<file path="src/rtl/countdown_timer.sv">
// countdown_timer: loadable mm:ss down-counter driven by a 1 Hz tick strobe
//   clk, reset         : system clock, synchronous active-high reset
//   tick               : one-cycle 1 Hz strobe, counts only in RUN
//   load/load_min/sec  : capture a new count (clamped to MAX_MIN:59), ignored in RUN
//   start/pause/clear  : run control; clear aborts to IDLE with 00:00
//   min_out/sec_out    : current count, binary
//   running/expired    : high in RUN / sticky high in EXPIRED
//   done               : one-cycle pulse when the count reaches 00:00
// Optional: define COUNTDOWN_AUTO_RELOAD_EN to reload the last loaded value on expiry.
module countdown_timer #(
   parameter int MAX_MIN = 59
) (
   input  logic       clk,
   input  logic       reset,
   input  logic       tick,
   input  logic       load,
   input  logic [5:0] load_min,
   input  logic [5:0] load_sec,
   input  logic       start,
   input  logic       pause,
   input  logic       clear,
   output logic [5:0] min_out,
   output logic [5:0] sec_out,
   output logic       running,
   output logic       expired,
   output logic       done
);
   typedef enum logic [1:0] {IDLE, RUN, PAUSED, EXPIRED} state_t;
   localparam logic [5:0] MAX_M = 6'(MAX_MIN);
   state_t state;
   logic [5:0] ld_min, ld_sec, dec_min, dec_sec, rl_min, rl_sec;
   logic dec_zero, rl_zero;
   always_comb begin
      ld_min   = load_min > MAX_M ? MAX_M : load_min;
      ld_sec   = load_sec > 6'd59 ? 6'd59 : load_sec;
      dec_sec  = sec_out != 6'd0 ? sec_out - 6'd1 : 6'd59;
      dec_min  = sec_out != 6'd0 ? min_out : min_out - 6'd1;
      dec_zero = dec_min == 6'd0 && dec_sec == 6'd0;
      rl_zero  = rl_min == 6'd0 && rl_sec == 6'd0;
   end
`ifdef COUNTDOWN_AUTO_RELOAD_EN
   always_ff @(posedge clk) begin
      if (reset) begin
         rl_min <= '0;
         rl_sec <= '0;
      end else if (!clear && load && state != RUN) begin
         rl_min <= ld_min;
         rl_sec <= ld_sec;
      end
   end
`else
   assign rl_min = '0;
   assign rl_sec = '0;
`endif
   always_ff @(posedge clk) begin
      if (reset) begin
         state   <= IDLE;
         min_out <= '0;
         sec_out <= '0;
         running <= 1'b0;
         expired <= 1'b0;
         done    <= 1'b0;
      end else begin
         done <= 1'b0;
         if (clear) begin
            state   <= IDLE;
            min_out <= '0;
            sec_out <= '0;
            running <= 1'b0;
            expired <= 1'b0;
         end else if (load && state != RUN) begin
            state   <= IDLE;
            min_out <= ld_min;
            sec_out <= ld_sec;
            running <= 1'b0;
            expired <= 1'b0;
         end else if (pause && state == RUN) begin
            state   <= PAUSED;
            running <= 1'b0;
         end else if (start && (state == IDLE || state == PAUSED) && (min_out != 6'd0 || sec_out != 6'd0)) begin
            state   <= RUN;
            running <= 1'b1;
         end else if (tick && state == RUN) begin
            // a zero reload value (always so without auto-reload) makes expiry sticky
            min_out <= dec_zero ? rl_min : dec_min;
            sec_out <= dec_zero ? rl_sec : dec_sec;
            done    <= dec_zero;
            if (dec_zero && rl_zero) begin
               state   <= EXPIRED;
               running <= 1'b0;
               expired <= 1'b1;
            end
         end
      end
   end
endmodule
</file>
<file path="config.mk">
export PLATFORM = sky130hd
export DESIGN_NAME = countdown_timer
export DESIGN_NICKNAME = d
export VERILOG_FILES = /design/src/rtl/countdown_timer.sv
export SDC_FILE = /design/constraint.sdc
export NUM_CORES = 1
export LEC_CHECK = 0
export ABC_AREA = 1
export BUFFER_PORTS_ARGS = -buffer_cell sky130_fd_sc_hd__buf_2
export CAP_MARGIN = 25
export CORE_MARGIN = 10
export CORE_UTILIZATION = 51
export CTS_CLUSTER_DIAMETER = 40
export DETAILED_ROUTE_END_ITERATION = 12
export PLACE_DENSITY = 0.77
export SYNTH_ARGS = -nofsm -noshare
export SYNTH_HDL_FRONTEND = slang
export SYNTH_SLANG_ARGS = --single-unit
</file>
<file path="constraint.sdc">
create_clock -name clk -period 1.7 [get_ports clk]
set_input_delay 0.085 -clock clk [delete_from_list [all_inputs] [get_ports clk]]
set_output_delay 0.085 -clock clk [all_outputs]
set_load 0.05 [all_outputs]
</file>
=== Word level (Yosys, flattened, before mapping) ===
Index checks and enable logic that the tools add are counted.

* Flip-flop bits (word level): 17
* Input bits: 19
* Output and inout bits: 15
* Word-level logic and storage cells: 66

* $add $sub $neg: 2
* $lt $le $gt $ge: 2
* Eq/ne operators: 5
* Mux-type cells: 21
* Bitwise gates (word level): 3
* Reductions and logical operators: 26

{| class="wikitable"
|+ Operator list
! operator !! number
|-
| two-way mux 6 bit || 14
|-
| greater-than comparator 6 bit (second input constant) || 2
|-
| logical NOT 6 bit || 2
|-
| nonzero test 6 bit || 2
|-
| subtractor 6 x 1 -> 6 bit (second input constant) || 2
|-
| two-way mux 2 bit || 4
|-
| logical AND 1 bit || 6
|-
| nonzero test 2 bit || 3
|-
| nonzero test 3 bit || 2
|-
| OR reduction 6 bit || 1
|-
| inequality test 2 bit (second input constant) || 2
|-
| AND reduction 2 bit || 2
|-
| AND reduction 4 bit || 1
|-
| OR reduction 4 bit || 1
|-
| two-way mux 1 bit || 3
|-
| NOT 1 bit || 3
|-
| AND reduction 3 bit || 1
|-
| OR reduction 3 bit || 1
|-
| == test 2 x 1 -> 1 bit (second input constant) || 1
|-
| == test 2 bit (second input constant) || 1
|-
| logical NOT 2 bit || 1
|-
| logical OR 1 bit || 2
|-
| inequality test 2 x 1 -> 1 bit (second input constant) || 1
|-
| OR reduction 2 bit || 1
|}

=== Logic depth before layout (Yosys ltp) ===
Gate-level depths: netlist of run 1.

* Depth after elaboration: 9
* Mapped depth: 13

=== Worst setup path before layout of run 1 ===
OpenSTA, ideal clock, no wires.

* Path kind: register -> register
* Start point: reg sec_out[0]
* End point: reg state[1]
* Data arrival time: 1.972 ns
* Setup slack: -0.339 ns
* Stages on the path, launching flop included: 13
* Path buffers: 1
* Period minus slack after synthesis: 2.039 ns
* Cells stage by stage: dfxtp_1 -> inv_1 -> ha_1 -> nand3_2 -> buf_6 -> nand3_2 -> nor2_1 -> nand2_1 -> nor2_2 -> nand3_2 -> nand2_1 -> nand2_1 -> a21oi_2

* Word-level cells in the longest chain between the ends: 6
* Elaborated cells between the ends (all ways): 14

{| class="wikitable"
|+ Ends and longest elaborated chain
! what !! line !! text
|-
| start, declared || 23 || <nowiki>output logic [5:0] sec_out,</nowiki>
|-
| start signal, assigned || 74 || <nowiki>sec_out <= ld_sec;</nowiki>
|-
| start signal, assigned || 86 || <nowiki>sec_out <= dec_zero ? rl_sec : dec_sec;</nowiki>
|-
| subtractor 6 x 1 -> 6 bit / nonzero test 6 bit (equally long branches) || 36, 37, 80 ||
|-
| two-way mux 6 bit (on tied branches) || 36, 37 ||
|-
| logical NOT 6 bit || 38 || <nowiki>dec_zero = dec_min == 6'd0 && dec_sec == 6'd0;</nowiki>
|-
| logical AND 1 bit || 38 ||
|-
| nonzero test 3 bit (no source line) || n/a ||
|-
| AND reduction 2 bit (no source line) || n/a ||
|-
| end signal, assigned || 57 || <nowiki>state <= IDLE;</nowiki>
|-
| end signal, assigned || 66 || <nowiki>state <= IDLE;</nowiki>
|-
| end signal, assigned || 72 || <nowiki>state <= IDLE;</nowiki>
|-
| end, declared || 30 || <nowiki>state_t state;</nowiki>
|}

Several ways; a longest one is shown, not always the timed one.
A chain may end at the register's enable or synchronous reset.

=== Worst setup path after layout of run 1 ===
* Start point: reg sec_out[1]
* End point: reg state[1]

Same word-level chain as after synthesis.

==> results.env, run 1 <==
CRIT-REG2REG-LAUNCH='sec_out[1]'
POWER_SWITCHING_W=0.000578
SYNTHDISTINCTLIBCELLS=27
CTS-BUFFERS-INSERTED=3
POWER.SEQUENTIAL.FRACTION=0.328
CRITICAL_PATH.CELL_CHAIN='inv_4 -> buf_6 -> ha_4 -> nand2_2 -> nand2_2 -> nand4_1 -> nor2_2 -> nand2_2 -> nor2_4 -> nand3_2 -> nand2_1 -> nand2_1 -> a21oi_2'
LEAKAGE_nW=0.857
POSTSYNTHCELLCOUNT=181
ANTENNA_FOUND_INITIAL=0
COUNT_OF_PINS_ON_THE_BLOCK_BOUNDARY=34
HOLD_PATH_DEPTH=3
WORSTSKEWPAIRLATENCY_PS=300
FP.DIEAREA_SQ_MM=0.00479
P_INT_W=0.000753
SEQCELLAREA_SQ_UM=362
FIRST_GLOBAL_VIAS=1558
POST_ROUTE_CELLS_DRIVE_ABOVE_1_SHARE=0.500
SYNTH_TOP_CELL_AREA_SHARE=0.276
ANTENNA_CELLS=0
POST-PLACE-WS_PS=-163
TRITONCTS_NUM_SINKS=17
DIE_HEIGHT_UM=69.2
CLKPWRFRAC=0.177
GROUTE.USAGE.OVERALL=0.179
CTSHOLDBUFFERS=0
SWITCHING_SHARE=0.434
REG_TO_REG_SLACK_SETUP_PS=-50
ROW_COUNT=17
POWER.TOTAL_W=0.00133
FIN_SKEW_PS=3.33
CLK_PIN_SLEW_PS=110
POWER_DENSITY_mW_PER_MM2=749
TIGHTESTPINTRANSITION_PS=447
DRT_WL_TOTAL_UM=4550
GRT_START_MAX_NET_PINS=16
REG2REGPATHDEPTH=13
REQUIRED_PS=1950
WORSTHOLDENDPOINT='min_out[0]'
VIA_PER_INST=5.80
HOLD_VIOLATIONS=0
CLK_PATH_BUF_DEPTH=2
STARTING_DRC_COUNT_IN_DETAILED_ROUTING=103
MULTI_INPUT_AREA_SQ_UM=893
WORST_PATH_LARGEST_CELL_DELAY_PS=380
FINALWEIGHTEDCONGESTION=0.921
DP.FINAL_HPWL_UM=3090
FLOW.AREA_GROWTH_FROM_SYNTHESIS_PCT=43.9
DR.PASS1.ITERS=4
SYN_AREA_SQ_MM=0.00123
PORTBUFFERS=33
GLOBAL_ROUTE_WIRE_LENGTH_BEFORE_REPAIR_UM=7260
INITIAL_CORE_UTILIZATION=0.548
OVERFLOW=0
CRIT_PATH_END_KIND='flop'
CAP_VIOLATIONS=0
CRIT_SLOWEST_CELL='sky130_fd_sc_hd__dfxtp_4'
GRT_SETUP_UNREPAIRED='true'
SYN-NUM-NETS=205
DIE_WIDTH_UM=69.2
CTS_TREE='done'
HTREE_NUM_LEVELS=1
SYNTH_SEQUENTIAL_AREA_RATIO=0.276
FAILED_CHECKS='setup timing'
CORE_FOOTPRINT_SQ_MM=0.00225
NUM-NETS-FINAL=263
AVGSYNTHCELLAREA_SQ_UM=6.82
LAYOUT_MIN_CYCLE_TIME_PS=1750
TIMING_MAX_TRANSITION_VIOLATIONS_FINAL=0
CRITPATHMOSTFREQUENTCELL='sky130_fd_sc_hd__nand2_2'
CRIT_TYPE='reg2reg'
IR_DROP_mV=0.651
POST_SYNTH_MAIN_AREA_CONTRIBUTORS='sky130_fd_sc_hd__dfxtp_1 (28%), sky130_fd_sc_hd__a21oi_1 (9.3%), sky130_fd_sc_hd__nand2_1 (8.5%)'
SHARE_COMB_OF_TOTAL_POWER=0.495
ROUTE.VIAS.TOTAL=1543
HP-CLASS='in2reg'
MAX_SLEW_MARGIN=0.701
WORSTSETUPSTARTPOINTTYPE='flop'
HP-START='load_min[0]'
DRC=0
CP_DATA_ARRIVAL_TIME_PS=2000
POST-SYNTH-TOP-AREA-CELL='sky130_fd_sc_hd__dfxtp_1'
STATUS='finished with violations'
FIN_WS_PS=-52.0
TIMING.FINAL.CRIT_SHARE=1.03
LAYOUT.FILLER_CELLS=172
CLOCK-ROOT-BUFFER='sky130_fd_sc_hd__clkbuf_4'
TIMING.CRITICAL_PATH.FANOUT_MAX=4
SYNTHESIS.YOSYS.WARNINGS=0
YOSYS_REGISTER_BITS=17
R2R_END='state[1]'
ROUTEDWLPERCELL_UM=17.1
SETUP-VIOLATIONS-FINAL=5
MAXCLOCKFREQUENCY_MHz=571
ANT_NETS=0
flip-flops by register name, summed over array words and instances, names as in the netlist:
| signal | flops |
|---|---|
| running | 1 |
| min_out | 6 |
| sec_out | 6 |
| done | 1 |
| state | 2 |
| expired | 1 |
area by class of cell:
cell class	instances	area share
inverter	27	0.0599
clock buffer	3	0.0127
clock inverter	1	0.00282
sequential	17	0.204
timing repair buffer	57	0.199
tap	28	0.0197
multi-input combinational	133	0.503
kinds of logic after synthesis:
logic type / after synthesis / share of synthesized area
flops: 17 / 0.276
compound gates: 52 / 0.236
simple gates: 72 / 0.312
xor+xnor: 3 / 0.0213
fa+ha+maj: 5 / 0.0507
buf+inv: 32 / 0.104
through the flow:
stage               std cells  utilization  setup TNS, ps  area (sq um)  hold slack, ps
floorplan                 181            -         -0.820          1260             264
global placement          254        0.690          -48.5          1560             385
detailed placement        254        0.690           -709          1560             396
CTS                       263        0.752          -5.82          1700            79.6
global route              266        0.788          -1020          1780            94.8
finish                    266        0.788           -185          1780            75.6
layout by cell type, fill, tap and decap left out:
| cell | count |
|---|---|
| sky130_fd_sc_hd__buf_2 | 33 |
| sky130_fd_sc_hd__buf_4 | 22 |
| sky130_fd_sc_hd__a21oi_1 | 21 |
| sky130_fd_sc_hd__nand2_1 | 20 |
| sky130_fd_sc_hd__inv_1 | 18 |
| sky130_fd_sc_hd__o21ai_0 | 16 |
| sky130_fd_sc_hd__nand2_2 | 10 |
| sky130_fd_sc_hd__nor2_1 | 9 |
| sky130_fd_sc_hd__nor2_4 | 8 |
| sky130_fd_sc_hd__dfxtp_1 | 8 |
| sky130_fd_sc_hd__inv_2 | 7 |
| sky130_fd_sc_hd__nand3_2 | 7 |
| sky130_fd_sc_hd__nand3_1 | 6 |
| sky130_fd_sc_hd__nand4_1 | 6 |
| sky130_fd_sc_hd__dfxtp_2 | 5 |
| sky130_fd_sc_hd__a31oi_1 | 4 |
| sky130_fd_sc_hd__dfxtp_4 | 4 |
| sky130_fd_sc_hd__xor2_1 | 3 |
| sky130_fd_sc_hd__nand2_4 | 3 |
| sky130_fd_sc_hd__a21oi_2 | 3 |
| sky130_fd_sc_hd__clkbuf_4 | 3 |
| sky130_fd_sc_hd__inv_4 | 2 |
| sky130_fd_sc_hd__o21ai_2 | 2 |
| sky130_fd_sc_hd__o21ai_1 | 2 |
| sky130_fd_sc_hd__o211ai_1 | 2 |
| sky130_fd_sc_hd__ha_1 | 2 |
| sky130_fd_sc_hd__ha_4 | 2 |
| sky130_fd_sc_hd__buf_6 | 2 |
| sky130_fd_sc_hd__nand3_4 | 1 |
| sky130_fd_sc_hd__nor2_2 | 1 |
| sky130_fd_sc_hd__o21ai_4 | 1 |
| sky130_fd_sc_hd__o21a_1 | 1 |
| sky130_fd_sc_hd__nor4_2 | 1 |
| sky130_fd_sc_hd__nor3_1 | 1 |
| sky130_fd_sc_hd__ha_2 | 1 |
| sky130_fd_sc_hd__clkinv_2 | 1 |
power by group through the flow:
| stage | clock [W] | sequential [W] | combinational, W |
|---|---|---|---|
| final | 0.000235 | 0.000437 | 0.000659 |
| after global routing | 0.000248 | 0.000439 | 0.000707 |
| after CTS | 0.000232 | 0.000436 | 0.000585 |
| after detailed placement | 0 | 0.000443 | 0.000517 |
| after global placement | 0 | 0.000442 | 0.000499 |
| after floorplan | 0 | 0.000504 | 0.000287 |
cell usage after synthesis:
cell / n
sky130_fd_sc_hd__o21ai_0: 19
sky130_fd_sc_hd__nor2_2: 4
sky130_fd_sc_hd__dfxtp_1: 17
sky130_fd_sc_hd__o21ai_2: 1
sky130_fd_sc_hd__nand2_2: 2
sky130_fd_sc_hd__nand3_1: 9
sky130_fd_sc_hd__inv_1: 23
sky130_fd_sc_hd__nand3_2: 4
sky130_fd_sc_hd__nor2_4: 3
sky130_fd_sc_hd__nand2_4: 3
sky130_fd_sc_hd__a21oi_1: 23
sky130_fd_sc_hd__xor2_1: 3
sky130_fd_sc_hd__nor4_1: 1
sky130_fd_sc_hd__inv_2: 4
sky130_fd_sc_hd__o211ai_1: 2
sky130_fd_sc_hd__o21a_1: 1
sky130_fd_sc_hd__o21ai_4: 1
sky130_fd_sc_hd__nand4_1: 6
sky130_fd_sc_hd__buf_6: 1
sky130_fd_sc_hd__clkbuf_1: 3
sky130_fd_sc_hd__nand2_1: 28
sky130_fd_sc_hd__a31oi_1: 4
sky130_fd_sc_hd__a21oi_2: 1
sky130_fd_sc_hd__ha_1: 5
sky130_fd_sc_hd__buf_2: 1
sky130_fd_sc_hd__nor2_1: 11
sky130_fd_sc_hd__nor3_1: 1
worst max-delay path: cells and delay by family (launching register included):
family	cells	cell delay (ps)
adders and majority gates	1	160
buffers and inverters	2	180
and+or+nand+nor	9	870
AOI/OAI and AO/OA	1	120
DFF	1	380
worst max-delay path by stage:
stage	slack (ps)	end	startpoint	cells after the start
after CTS	-6	state[1]	sec_out[1]	13
after floorplan	-0.8	state[1]	sec_out[1]	12
after global routing	-230	state[1]	sec_out[1]	13
final	-50	state[1]	sec_out[1]	13
after global placement	-30	sec_out[1]	sec_out[1]	11
after detailed placement	-160	sec_out[1]	sec_out[1]	11
what timing repair did:
action                     CTS  global route
pin swaps                   11            17
gates resized for setup     20            19
cloned                       1             0
setup buffers                4             3
setup endpoints to repair    6             8
per-layer routing:
layer / GRT usage / vias up / share of wire
li1: - / 724 / -
met1: 0.200 / 711 / 0.40
met2: 0.293 / 91 / 0.47
met3: 0.0471 / 17 / 0.080
met4: 0.109 / 0 / 0.040
met5: 0 / - / 0
Note: power is estimated with default switching activity, not from simulation.
==> inputs of run 2 (changes only) <==
--- a/config.mk
+++ b/config.mk
@@ -8,3 +8,3 @@
 export ABC_AREA = 1
-export BUFFER_PORTS_ARGS = -buffer_cell sky130_fd_sc_hd__buf_2
+export BUFFER_PORTS_ARGS = -buffer_cell sky130_fd_sc_hd__buf_4
 export CAP_MARGIN = 25
--- a/constraint.sdc
+++ b/constraint.sdc
@@ -3,2 +3,2 @@
 set_output_delay 0.085 -clock clk [all_outputs]
-set_load 0.05 [all_outputs]
+set_load 0.01 [all_outputs]
==> run 2 against run 1 <==
The flow now finishes without violations; register-to-register slack improved by 70 ps; non-clock buffer count fell by 5; clock-buffer cell count rose by 1; first-iteration DRC count rose by 7.8%; wire length fell by 15%; sequential power barely moved; hold slack got worse by 6.9 ps; total power fell by 8.0%; maximum frequency rose by 4.0%; cell area fell by 1.6%; global-route usage fell by 2.8 points; clock skew fell by 1.5 ps.
==> results.env, run 2 (synthesized netlist as in run 1, its figures left out) <==
DP.FINAL_HPWL_UM=2920  # was 3090 um
ANTENNA_FOUND_INITIAL=0  # unchanged
DR.PASS1.ITERS=4  # unchanged
ROUTED_LENGTH_ON_MET3_UM=325  # was 363 um
NUM-NETS-FINAL=257  # was 263
WORSTSKEWPAIRLATENCY_PS=300  # about the same
MET2_WIRELENGTH_UM=1860  # was 2160 um
CTSHOLDBUFFERS=0  # unchanged
SETUP-VIOLATIONS-FINAL=0  # was 5
MAX_SLEW_MARGIN=0.763  # was 0.701
LEAKAGE_nW=0.833  # was 0.857 nW
DIE_WIDTH_UM=69.2  # unchanged
NUMPLACEDINSTANCES=255  # was 254
REQUIRED_PS=1890  # was 1950 ps
TIMING_MAX_TRANSITION_VIOLATIONS_FINAL=0  # unchanged
WORSTSETUPSTARTPOINTTYPE='flop'  # unchanged
LAYOUT_TOP_REGISTERS='min_out x6, sec_out x6, state x2'  # unchanged
LAYOUT_MIN_CYCLE_TIME_PS=1690  # was 1750 ps
FLOW.AREA_GROWTH_FROM_SYNTHESIS_PCT=41.5  # was 43.9%
HOLD_VIOLATIONS=0  # unchanged
CRIT_SLOWEST_CELL='sky130_fd_sc_hd__dfxtp_4'  # unchanged
WORST_PATH_LARGEST_CELL_DELAY_PS=380  # about the same
TIMING.FINAL.CRIT_SHARE=0.991  # was 1.03
OVERFLOW=0  # unchanged
PORTBUFFERS=33  # unchanged
TIMING.CRITICAL_PATH.MAX_DELAY_FAMILY='simple AND/OR/NAND/NOR gates'  # unchanged
FIN_WS_PS=14.6  # was -52.0 ps
GLOBAL_ROUTE_WIRE_LENGTH_BEFORE_REPAIR_UM=6290  # was 7260 um
DIE_HEIGHT_UM=69.2  # unchanged
COUNT_OF_PINS_ON_THE_BLOCK_BOUNDARY=34  # unchanged
CRITICAL_PATH.CELL_CHAIN='nor2_4 -> nand3_4 -> buf_6 -> nand2_4 -> nand2_4 -> nor2_4 -> nand3_2 -> nor2_4 -> nand2_1 -> a21oi_1 -> a21oi_1'  # was inv_4 -> buf_6 -> ha_4 -> nand2_2 -> nand2_2 -> nand4_1 -> nor2_2 -> nand2_2 -> nor2_4 -> nand3_2 -> nand2_1 -> nand2_1 -> a21oi_2
CLK_PATH_BUF_DEPTH=2  # unchanged
CAP_VIOLATIONS=0  # unchanged
MAXCLOCKFREQUENCY_MHz=593  # was 571 MHz
TIMING.CRITICAL_PATH.FANOUT_MAX=6  # was 4
HP-START='load_sec[2]'  # was load_min[0]
FIN_SKEW_PS=1.83  # was 3.33 ps
REG_TO_REG_SLACK_SETUP_PS=10  # was -50 ps
ROUTE.VIAS.TOTAL=1456  # was 1543
CRIT-REG2REG-LAUNCH='sec_out[3]'  # was sec_out[1]
HP-CLASS='in2reg'  # unchanged
LAYOUT.CELLS.NON_FILLER=260  # was 266
ROW_COUNT=17  # unchanged
ROUTEDWLPERCELL_UM=14.9  # was 17.1 um
R2R_END='sec_out[1]'  # was state[1]
CRIT_PATH_END_KIND='flop'  # unchanged
STATUS='finished, final reports clean'  # was finished with violations
TIGHTESTPINTRANSITION_PS=352  # was 447 ps
POWER_DENSITY_mW_PER_MM2=701  # was 749 mW/mm^2
STARTING_DRC_COUNT_IN_DETAILED_ROUTING=111  # was 103
REG2REGPATHDEPTH=11  # was 13
WORSTHOLDENDPOINT='sec_out[2]'  # was min_out[0]
ANTENNA_CELLS=0  # unchanged
POST_ROUTE_CELLS_DRIVE_ABOVE_1_SHARE=0.405  # was 0.500
GRT_SETUP_UNREPAIRED='true'  # unchanged
GRT_START_MAX_NET_PINS=16  # unchanged
LAYOUT_COMMON_CELLS='sky130_fd_sc_hd__buf_4 (50), sky130_fd_sc_hd__nand2_1 (28), sky130_fd_sc_hd__a21oi_1 (23)'  # was sky130_fd_sc_hd__buf_2 (33), sky130_fd_sc_hd__buf_4 (22), sky130_fd_sc_hd__a21oi_1 (21)
IR_DROP_mV=0.485  # was 0.651 mV
LEADING_CELL_TYPE_IN_THE_LAYOUT_FILL_AND_TAPS_EXCLUDED='sky130_fd_sc_hd__buf_4'  # was sky130_fd_sc_hd__buf_2
TRITONCTS_NUM_SINKS=17  # unchanged
WORSTPATHBUFFERINVERTERCOUNT=1  # was 2
HOLD_PATH_DEPTH=3  # unchanged
LAYOUT.FILLER_CELLS=177  # was 172
HOLD_WS_PS=68.8  # was 75.6 ps
CORE_FOOTPRINT_SQ_MM=0.00225  # unchanged
DRT_WL_TOTAL_UM=3890  # was 4550 um
INITIAL_CORE_UTILIZATION=0.548  # unchanged
ROUTED.TOP_LAYER='met4'  # unchanged
POST-PLACE-WS_PS=-67.3  # was -163 ps
ANT_NETS=0  # unchanged
CRIT_TYPE='reg2reg'  # unchanged
CLK_PIN_SLEW_PS=110  # about the same
CTS-BUFFERS-INSERTED=3  # unchanged
CTS_TREE='done'  # unchanged
MET1_LENGTH_UM=1630  # was 1840 um
CP_DATA_ARRIVAL_TIME_PS=1880  # was 2000 ps
FINALWEIGHTEDCONGESTION=0.964  # was 0.921
CLOCK-ROOT-BUFFER='sky130_fd_sc_hd__clkbuf_4'  # unchanged
GROUTE.USAGE.OVERALL=0.151  # was 0.179
FIRST_GLOBAL_VIAS=1421  # was 1558
VIA_PER_INST=5.60  # was 5.80
DRC=0  # unchanged
CRITPATHMOSTFREQUENTCELL='sky130_fd_sc_hd__nor2_4'  # was sky130_fd_sc_hd__nand2_2
HTREE_NUM_LEVELS=1  # unchanged
FP.DIEAREA_SQ_MM=0.00479  # unchanged
-- run 2: report_power, final --
part           switching, W  internal, W  leakage (nW)
sequential        0.0000178     0.000417         0.141
combinational      0.000319     0.000235         0.677
clock              0.000145    0.0000914        0.0150
-- run 2: worst register-to-register path, cell delays in order (launching register included) --
cell and delay, ps:
sky130_fd_sc_hd__dfxtp_4 380, sky130_fd_sc_hd__nor2_4 200, sky130_fd_sc_hd__nand3_4 120, sky130_fd_sc_hd__buf_6 160
sky130_fd_sc_hd__nand2_4 60, sky130_fd_sc_hd__nand2_4 60, sky130_fd_sc_hd__nor2_4 90, sky130_fd_sc_hd__nand3_2 100
sky130_fd_sc_hd__nor2_4 140, sky130_fd_sc_hd__nand2_1 80, sky130_fd_sc_hd__a21oi_1 130, sky130_fd_sc_hd__a21oi_1 80
-- run 2: worst max path at each step --
stage | startpoint | end | slack (ps) | cells after the start
after floorplan | sec_out[0] | state[1] | 20 | 12
after global placement | sec_out[0] | sec_out[1] | 0.9 | 9
after detailed placement | sec_out[0] | sec_out[1] | -70 | 12
after CTS | sec_out[1] | expired | 7 | 12
after global routing | sec_out[3] | state[1] | -100 | 12
final | sec_out[3] | sec_out[1] | 10 | 11
-- run 2: layer usage --
layer / track usage / vias to the layer above
met5: 0 / -
met4: 0.0621 / 0
met3: 0.0357 / 8
met2: 0.241 / 70
met1: 0.187 / 667
li1: - / 711
-- run 2: timing repair --
item	CTS	global route
gates cloned	0	0
setup buffers	0	1
setup endpoints to repair	6	6
resized for setup	6	24
pin swaps	1	9
-- run 2: final cells by class --
type	instances	area [sq um]	share of cell area
well taps	28	35.0	0.0200
clock buffers	4	26.3	0.0150
repair buffers	52	398	0.228
multi-input cells	132	833	0.477
flip-flops and latches	17	349	0.200
inverters	27	106	0.0608
-- run 2: stage by stage --
step / TNS (ps) / area (sq um) / total power, W / util
2_1_floorplan: 0 / 1230 / 0.000740 / -
3_3_place_gp: 0 / 1630 / 0.000915 / 0.721
3_5_place_dp: -247 / 1630 / 0.000926 / 0.721
4_1_cts: 0 / 1670 / 0.00116 / 0.740
5_1_grt: -328 / 1750 / 0.00130 / 0.775
6_report: 0 / 1750 / 0.00122 / 0.775
